$ cat config.mk
export PLATFORM = sky130hd
export DESIGN_NAME = cache_axi_bridge
export DESIGN_NICKNAME = d
export VERILOG_FILES = /design/src/rtl/cache_axi_bridge.sv
export SDC_FILE = /design/constraint.sdc
export NUM_CORES = 1
export LEC_CHECK = 0
export CAP_MARGIN = 30
export CORE_AREA = 2 2 207 209
export CTS_BUF_LIST = sky130_fd_sc_hd__clkbuf_2
export DETAILED_ROUTE_END_ITERATION = 12
export DIE_AREA = 0 0 209 211
export PLACE_DENSITY = 0.6
export SLEW_MARGIN = 20
export SYNTH_ARGS = -nofsm -noshare
export SYNTH_HDL_FRONTEND = slang
export SYNTH_SLANG_ARGS = --single-unit
$ cat constraint.sdc
create_clock -name aclk -period 1.83 [get_ports aclk]
set_input_delay 0.183 -clock aclk [delete_from_list [all_inputs] [get_ports aclk]]
set_output_delay 0.183 -clock aclk [all_outputs]
set_load 0.05 [all_outputs]
$ cat src/rtl/cache_axi_bridge.sv
// rtl/cache_axi_bridge.sv - ICache/DCache to AXI3 master bridge with independent read and write engines
module cache_axi_bridge #(
  parameter int         LINE_WORDS = 4,
  parameter logic [3:0] ICACHE_ID  = 4'd0,
  parameter logic [3:0] DCACHE_ID  = 4'd1
) (
  input  logic                       aclk,
  input  logic                       areset,
  input  logic                       icache_rd_req,
  input  logic [2:0]                 icache_rd_type,
  input  logic [31:0]                icache_rd_addr,
  output logic                       icache_rd_rdy,
  output logic                       icache_ret_valid,
  output logic                       icache_ret_last,
  output logic [31:0]                icache_ret_data,
  input  logic                       dcache_rd_req,
  input  logic [2:0]                 dcache_rd_type,
  input  logic [31:0]                dcache_rd_addr,
  output logic                       dcache_rd_rdy,
  output logic                       dcache_ret_valid,
  output logic                       dcache_ret_last,
  output logic [31:0]                dcache_ret_data,
  input  logic                       dcache_wr_req,
  input  logic [2:0]                 dcache_wr_type,
  input  logic [31:0]                dcache_wr_addr,
  input  logic [3:0]                 dcache_wr_wstrb,
  input  logic [32*LINE_WORDS-1:0]   dcache_wr_data,
  output logic                       dcache_wr_rdy,
  output logic [3:0]                 arid,
  output logic [31:0]                araddr,
  output logic [7:0]                 arlen,
  output logic [2:0]                 arsize,
  output logic [1:0]                 arburst,
  output logic                       arvalid,
  input  logic                       arready,
  input  logic [3:0]                 rid,
  input  logic [31:0]                rdata,
  input  logic [1:0]                 rresp,
  input  logic                       rlast,
  input  logic                       rvalid,
  output logic                       rready,
  output logic [3:0]                 awid,
  output logic [31:0]                awaddr,
  output logic [7:0]                 awlen,
  output logic [2:0]                 awsize,
  output logic [1:0]                 awburst,
  output logic                       awvalid,
  input  logic                       awready,
  output logic [3:0]                 wid,
  output logic [31:0]                wdata,
  output logic [3:0]                 wstrb,
  output logic                       wlast,
  output logic                       wvalid,
  input  logic                       wready,
  input  logic [3:0]                 bid,
  input  logic [1:0]                 bresp,
  input  logic                       bvalid,
  output logic                       bready,
  output logic [1:0]                 arlock,
  output logic [3:0]                 arcache,
  output logic [2:0]                 arprot,
  output logic [1:0]                 awlock,
  output logic [3:0]                 awcache,
  output logic [2:0]                 awprot
);

  localparam int L  = $clog2(LINE_WORDS * 4);
  localparam int CW = $clog2(LINE_WORDS);

  // Request type to AXI size: line and word are 4 bytes, half 2, byte 1
  function automatic logic [2:0] size_of(input logic [2:0] t);
    if (t[2] || t == 3'b010) return 3'd2;
    else if (t == 3'b001)    return 3'd1;
    else                     return 3'd0;
  endfunction

  typedef enum logic [1:0] {RIDLE, RAR, RDATA} rd_state_t;
  typedef enum logic [1:0] {WIDLE, WSEND, WRESP} wr_state_t;

  rd_state_t rd_state;
  wr_state_t wr_state;

  logic gnt_d;   // DCache owns the read engine
  logic last_d;  // DCache won the most recent grant

  logic [31:0]               wr_addr_q;
  logic [2:0]                wr_type_q;
  logic [3:0]                wr_strb_q;
  logic [32*LINE_WORDS-1:0]  wr_data_q;
  logic [CW-1:0]             wr_last_idx;
  logic [CW-1:0]             wr_cnt;
  logic                      aw_done;
  logic                      w_done;

  logic       wr_busy, hazard, d_elig, pick_d;
  logic       aw_hs, w_hs;
  logic [2:0] ar_type;
  logic       unused_ok;

  // A DCache read may not overtake a write to the same line, in flight or arriving now
  assign wr_busy = (wr_state != WIDLE);
  assign hazard  = (wr_busy && dcache_rd_addr[31:L] == wr_addr_q[31:L]) ||
                   (dcache_wr_req && dcache_wr_rdy &&
                    dcache_rd_addr[31:L] == dcache_wr_addr[31:L]);
  assign d_elig  = dcache_rd_req && !hazard;
  assign pick_d  = d_elig && (!icache_rd_req || !last_d);

  // Read engine: round-robin grant, AR issue, then R beats until rlast
  always_ff @(posedge aclk) begin
    if (areset) begin
      rd_state <= RIDLE;
      gnt_d    <= 1'b0;
      last_d   <= 1'b1;
    end else begin
      case (rd_state)
        RIDLE: if (icache_rd_req || d_elig) begin
          gnt_d    <= pick_d;
          last_d   <= pick_d;
          rd_state <= RAR;
        end
        RAR:   if (arready) rd_state <= RDATA;
        RDATA: if (rvalid && rlast) rd_state <= RIDLE;
        default: rd_state <= RIDLE;
      endcase
    end
  end

  assign ar_type          = gnt_d ? dcache_rd_type : icache_rd_type;
  assign arvalid          = (rd_state == RAR);
  assign araddr           = gnt_d ? dcache_rd_addr : icache_rd_addr;
  assign arlen            = ar_type[2] ? 8'(LINE_WORDS - 1) : 8'd0;
  assign arsize           = size_of(ar_type);
  assign arburst          = 2'b01;
  assign arid             = gnt_d ? DCACHE_ID : ICACHE_ID;
  assign icache_rd_rdy    = arvalid && arready && !gnt_d;
  assign dcache_rd_rdy    = arvalid && arready && gnt_d;
  assign rready           = (rd_state == RDATA);
  assign icache_ret_valid = rready && rvalid && !gnt_d;
  assign icache_ret_last  = icache_ret_valid && rlast;
  assign icache_ret_data  = rdata;
  assign dcache_ret_valid = rready && rvalid && gnt_d;
  assign dcache_ret_last  = dcache_ret_valid && rlast;
  assign dcache_ret_data  = rdata;

  assign aw_hs = awvalid && awready;
  assign w_hs  = wvalid && wready;

  // Write engine: latch the request, run AW and W independently, then wait for B
  always_ff @(posedge aclk) begin
    if (areset) begin
      wr_state    <= WIDLE;
      wr_addr_q   <= '0;
      wr_type_q   <= '0;
      wr_strb_q   <= '0;
      wr_data_q   <= '0;
      wr_last_idx <= '0;
      wr_cnt      <= '0;
      aw_done     <= 1'b0;
      w_done      <= 1'b0;
    end else begin
      case (wr_state)
        WIDLE: if (dcache_wr_req) begin
          wr_addr_q   <= dcache_wr_addr;
          wr_type_q   <= dcache_wr_type;
          wr_strb_q   <= dcache_wr_wstrb;
          wr_data_q   <= dcache_wr_data;
          wr_last_idx <= dcache_wr_type[2] ? CW'(LINE_WORDS - 1) : '0;
          wr_cnt      <= '0;
          aw_done     <= 1'b0;
          w_done      <= 1'b0;
          wr_state    <= WSEND;
        end
        WSEND: begin
          if (aw_hs) aw_done <= 1'b1;
          if (w_hs) begin
            if (wlast) w_done <= 1'b1;
            else       wr_cnt <= wr_cnt + 1'b1;
          end
          if ((aw_done || aw_hs) && (w_done || (w_hs && wlast))) wr_state <= WRESP;
        end
        WRESP: if (bvalid) wr_state <= WIDLE;
        default: wr_state <= WIDLE;
      endcase
    end
  end

  assign dcache_wr_rdy = (wr_state == WIDLE);
  assign awvalid       = (wr_state == WSEND) && !aw_done;
  assign wvalid        = (wr_state == WSEND) && !w_done;
  assign awid          = DCACHE_ID;
  assign awaddr        = wr_addr_q;
  assign awlen         = 8'(wr_last_idx);
  assign awsize        = size_of(wr_type_q);
  assign awburst       = 2'b01;
  assign wid           = DCACHE_ID;
  assign wdata         = wr_data_q[32*wr_cnt +: 32];
  assign wstrb         = wr_type_q[2] ? 4'hF : wr_strb_q;
  assign wlast         = (wr_cnt == wr_last_idx);
  assign bready        = (wr_state == WRESP);

  assign arlock  = 2'b00;
  assign arcache = 4'b0000;
  assign arprot  = 3'b000;
  assign awlock  = 2'b00;
  assign awcache = 4'b0000;
  assign awprot  = 3'b000;

  // Response IDs and status are not acted on by this bridge
  assign unused_ok = ^{rid, rresp, bid, bresp};

endmodule

==> results of run 1 <==
[cells in the mapped netlist, types with 2 or more instances]
cell	number	area (um^2)
nand2_1	345	1290
dfxtp_1	177	3540
a21oi_1	175	876
buf_4	119	893
xnor2_1	44	385
clkbuf_1	39	146
mux2_2	33	372
mux4_2	31	698
buf_2	24	120
nor2_1	13	48.8
xor2_1	13	114
nand4_1	12	75.1
nor3_1	6	30.0
inv_1	5	18.8
nor4_1	4	25.0
or2_2	4	25.0
and2_1	3	18.8
buf_1	3	11.3
nand2b_1	3	18.8
nand3_1	3	15.0
nor2b_1	3	18.8
a31oi_1	2	12.5
and3_1	2	12.5
conb_1	2	7.51
mux2_1	2	22.5
[critical path: cells and delay by family (launching register included)]
family / cells / cell delay, ps
multiplexers: 1 / 530
flip-flops: 1 / 470
buffers and inverters: 3 / 440
[sequential cells by signal (all words and copies together) (netlist names)]
signal	flops
aw_done	1
wr_data_q	128
gnt_d	1
wr_type_q	2
w_done	1
last_d	1
wr_strb_q	4
wr_last_idx	1
awaddr	32
rd_state	2
wr_cnt	2
wr_state	2
[power groups by stage]
stage / combinational, uW / clock [uW] / sequential [uW]
finish: 4210 / 2410 / 4310
global route: 4430 / 2690 / 4350
CTS: 3970 / 2570 / 4310
detailed placement: 3290 / 0 / 4370
global placement: 3280 / 0 / 4350
floorplan: 2160 / 0 / 4480
[final timing paths]
kind                           endpoint  slack (ps)  cells after the start
max                            wdata[4]        -640                      4
min reg2reg  wr_data_q[74]$_SDFFE_PP0P_         470                      2
max reg2reg          gnt_d$_SDFFE_PP0P_          10                      6
min            rd_state[0]$_SDFFE_PP0P_         170                      5
[metrics by stage]
| stage | setup WS [ps] | area, um^2 | setup TNS [ps] |
|---|---|---|---|
| floorplan | -38.3 | 9150 | -38.3 |
| global placement | -378 | 12800 | -927 |
| detailed placement | -391 | 12800 | -964 |
| finish | -640 | 16400 | -37950 |
| CTS | -810 | 15900 | -53910 |
| global route | -825 | 16400 | -53560 |
[layout make-up]
| cell class | count | area, um^2 |
|---|---|---|
| Antenna cell | 3 | 7.51 |
| Clock buffer | 17 | 85.1 |
| Clock inverter | 15 | 196 |
| Fill cell | 4004 | 25400 |
| Inverter | 5 | 18.8 |
| Multi-Input combinational cell | 759 | 4760 |
| Sequential cell | 177 | 3610 |
| Tap cell | 539 | 674 |
| Timing Repair Buffer | 640 | 7040 |
[layer usage]
metal	global-route usage	share of wire	vias to the layer above
met5	0	0.00033	-
met4	0.0800	0.031	2
met3	0.0448	0.066	56
met2	0.303	0.51	404
met1	0.185	0.39	4337
li1	-	-	4455
[logic make-up after synthesis]
group,synth area share
buffers and inverters,0.133
AOI/OAI and AO/OA,0.103
xor gates and xnor gates,0.0558
DFF,0.396
muxes,0.126
and+or+nand+nor,0.185
other,0.000839
[cells in the final DEF, fill, tap and decap left out, types with 13 or more instances in the layout]
master,count
a21oi_1,158
a21oi_2,17
buf_12,34
buf_4,68
buf_6,59
buf_8,48
clkbuf_2,17
clkdlybuf4s50_1,246
conb_1,47
dfxtp_1,140
dfxtp_2,30
dlygate4sd3_1,176
mux2_4,34
mux4_2,31
nand2_1,340
xnor2_1,42
xor2_1,13
[timing repair]
item	in CTS	in global routing
endpoints found under the setup margin	120	151
gates cloned	6	4
buffers inserted	24	12
pin swaps	8	13
hold buffers	176	0
endpoints found under the hold margin	177	0
gates resized for setup	316	103
==> key figures, run 1 <==
Finish
  – Layout Cells excl Fill: 2155
  – Layout cell share with drive strength beyond 1: 0.249
  – Post-layout nets: 1892
  – Area Growth Syn to Fin: 83.1%
  – Core Util, Final: 0.392

Die
  – Ports: ~530
  – Core Region: 41800 um^2
  – Die width: 209 um
  – Die H: 211 um
  – Initial Util: 0.214
  – Site Rows: 75
  – Die area: ~44000 um^2

Timing
  – Fin Clk Skew: 50.7 ps
  – Worst slew pin tran: 560 ps
  – # setup viols final: 90
  – Worst slew margin: 0.627
  – Minimum clock period: 2470 ps
  – RSZ-0062 raised after global routing: yes
  – Final slew viol count: 0
  – Fin crit share: 1.35
  – Highest clock rate: 0.405 GHz
  – Final hold vios: 0
  – Final Hold Slack: 169 ps
  – Min setup slack post-route: -640 ps

Setup path
  – CP startpoint kind: flip-flop
  – CP required: 1650 ps
  – Max FO, Critical Path: 7
  – Slowest stage cell, crit path: mux4_2
  – Reg2Reg Launch Point: awaddr[15]$_SDFFE_PP0P_
  – WP data arrival: 2290 ps
  – Crit. End Element: primary output
  – Worst path cell trace: buf_12, buf_16, mux4_2, buf_8
  – CP startpoint: wr_cnt[0]$_SDFFE_PP0P_
  – Setup Crit Path Kind: reg -> out
  – Slowest stage delay, CP: 530 ps

Run status
  – Failing checks: negative setup slack
  – Status: complete, but fails checks

Pwr
  – Clock power frac: 0.220
  – Leakage: 0.00642 uW
  – Combinational Power Share: 0.385
  – Reg power frac: 0.394
  – Net Sw Power: 3950 uW
  – Maximum VDD drop: 0.370 mV
  – Power density over the cells: 667 nW/um^2
  – Tot Pwr: 10900 uW
  – Int Power: 6980 uW
  – Net Sw Frac: 0.361

Clock network
  – CTS tree: built
  – Worst-path clk slew: 290 ps
  – Skew-Pair Late Insertion Delay: 840 ps
  – CTS HTree Levels: 4
  – Num CTS Buffers: 17
  – Sink Count: roughly 180
  – Max Root-Sink Buffers: 2
  – Root Driver: clkbuf_2

Detailed routing
  – 1st-iter DRT viols: 525
  – Drt wl/cell: between 15 and 20 um
  – DR pass1 iterations: 4
  – DR vias/cell: 4.29
  – Via Count: 9254
  – DRC: 0
  – Detailed Route WL: 38900 um
  – Post-DRT Antenna Nets: 0

Placement
  – Hpwl dp: 26400 um
  – Placed insts: 1907
  – Routability cong.: 0.868
  – IO Port Bufs: 369

Synthesis
  – Mapped cell area: 8950 um^2
  – Synth Instances: 1081
  – Async S/R FF share, synth: 0
  – Synth Register Bits: 177
  – Warnings, synthesis: 0
  – Seq/Total Area, Yosys: 0.396
  – Post-synth EDFFs: 0
  – Yosys cell types: 39
  – Mean Syn Cell Area: 8.28 um^2
  – Main flop type after synthesis: dfxtp_1

Job
  – Max_cap viols: 0

Worst hold path
  – Tightest Hold Check Type: in -> reg
  – Hold wc startpoint: icache_rd_req

Global routing
  – Global-route wire length before repair: around 56000 um
  – Vias in the first global route: 9759
  – Largest net degree at the start of global routing: 102
  – Initial antenna violation count: 6
  – Total track usage: 0.168
  – Total gr overflow: 0
Note: power is estimated with default switching activity, not from simulation.
==> inputs of run 2 (changes only) <==
--- a/config.mk
+++ b/config.mk
@@ -8,6 +8,7 @@
 export CAP_MARGIN = 30
 export CORE_AREA = 2 2 207 209
 export CTS_BUF_LIST = sky130_fd_sc_hd__clkbuf_2
+export CTS_CLUSTER_DIAMETER = 100
 export DETAILED_ROUTE_END_ITERATION = 12
 export DIE_AREA = 0 0 209 211
 export PLACE_DENSITY = 0.6
==> results of run 2 <==
Final layout, timing and power as in run 1 (identical DEF).
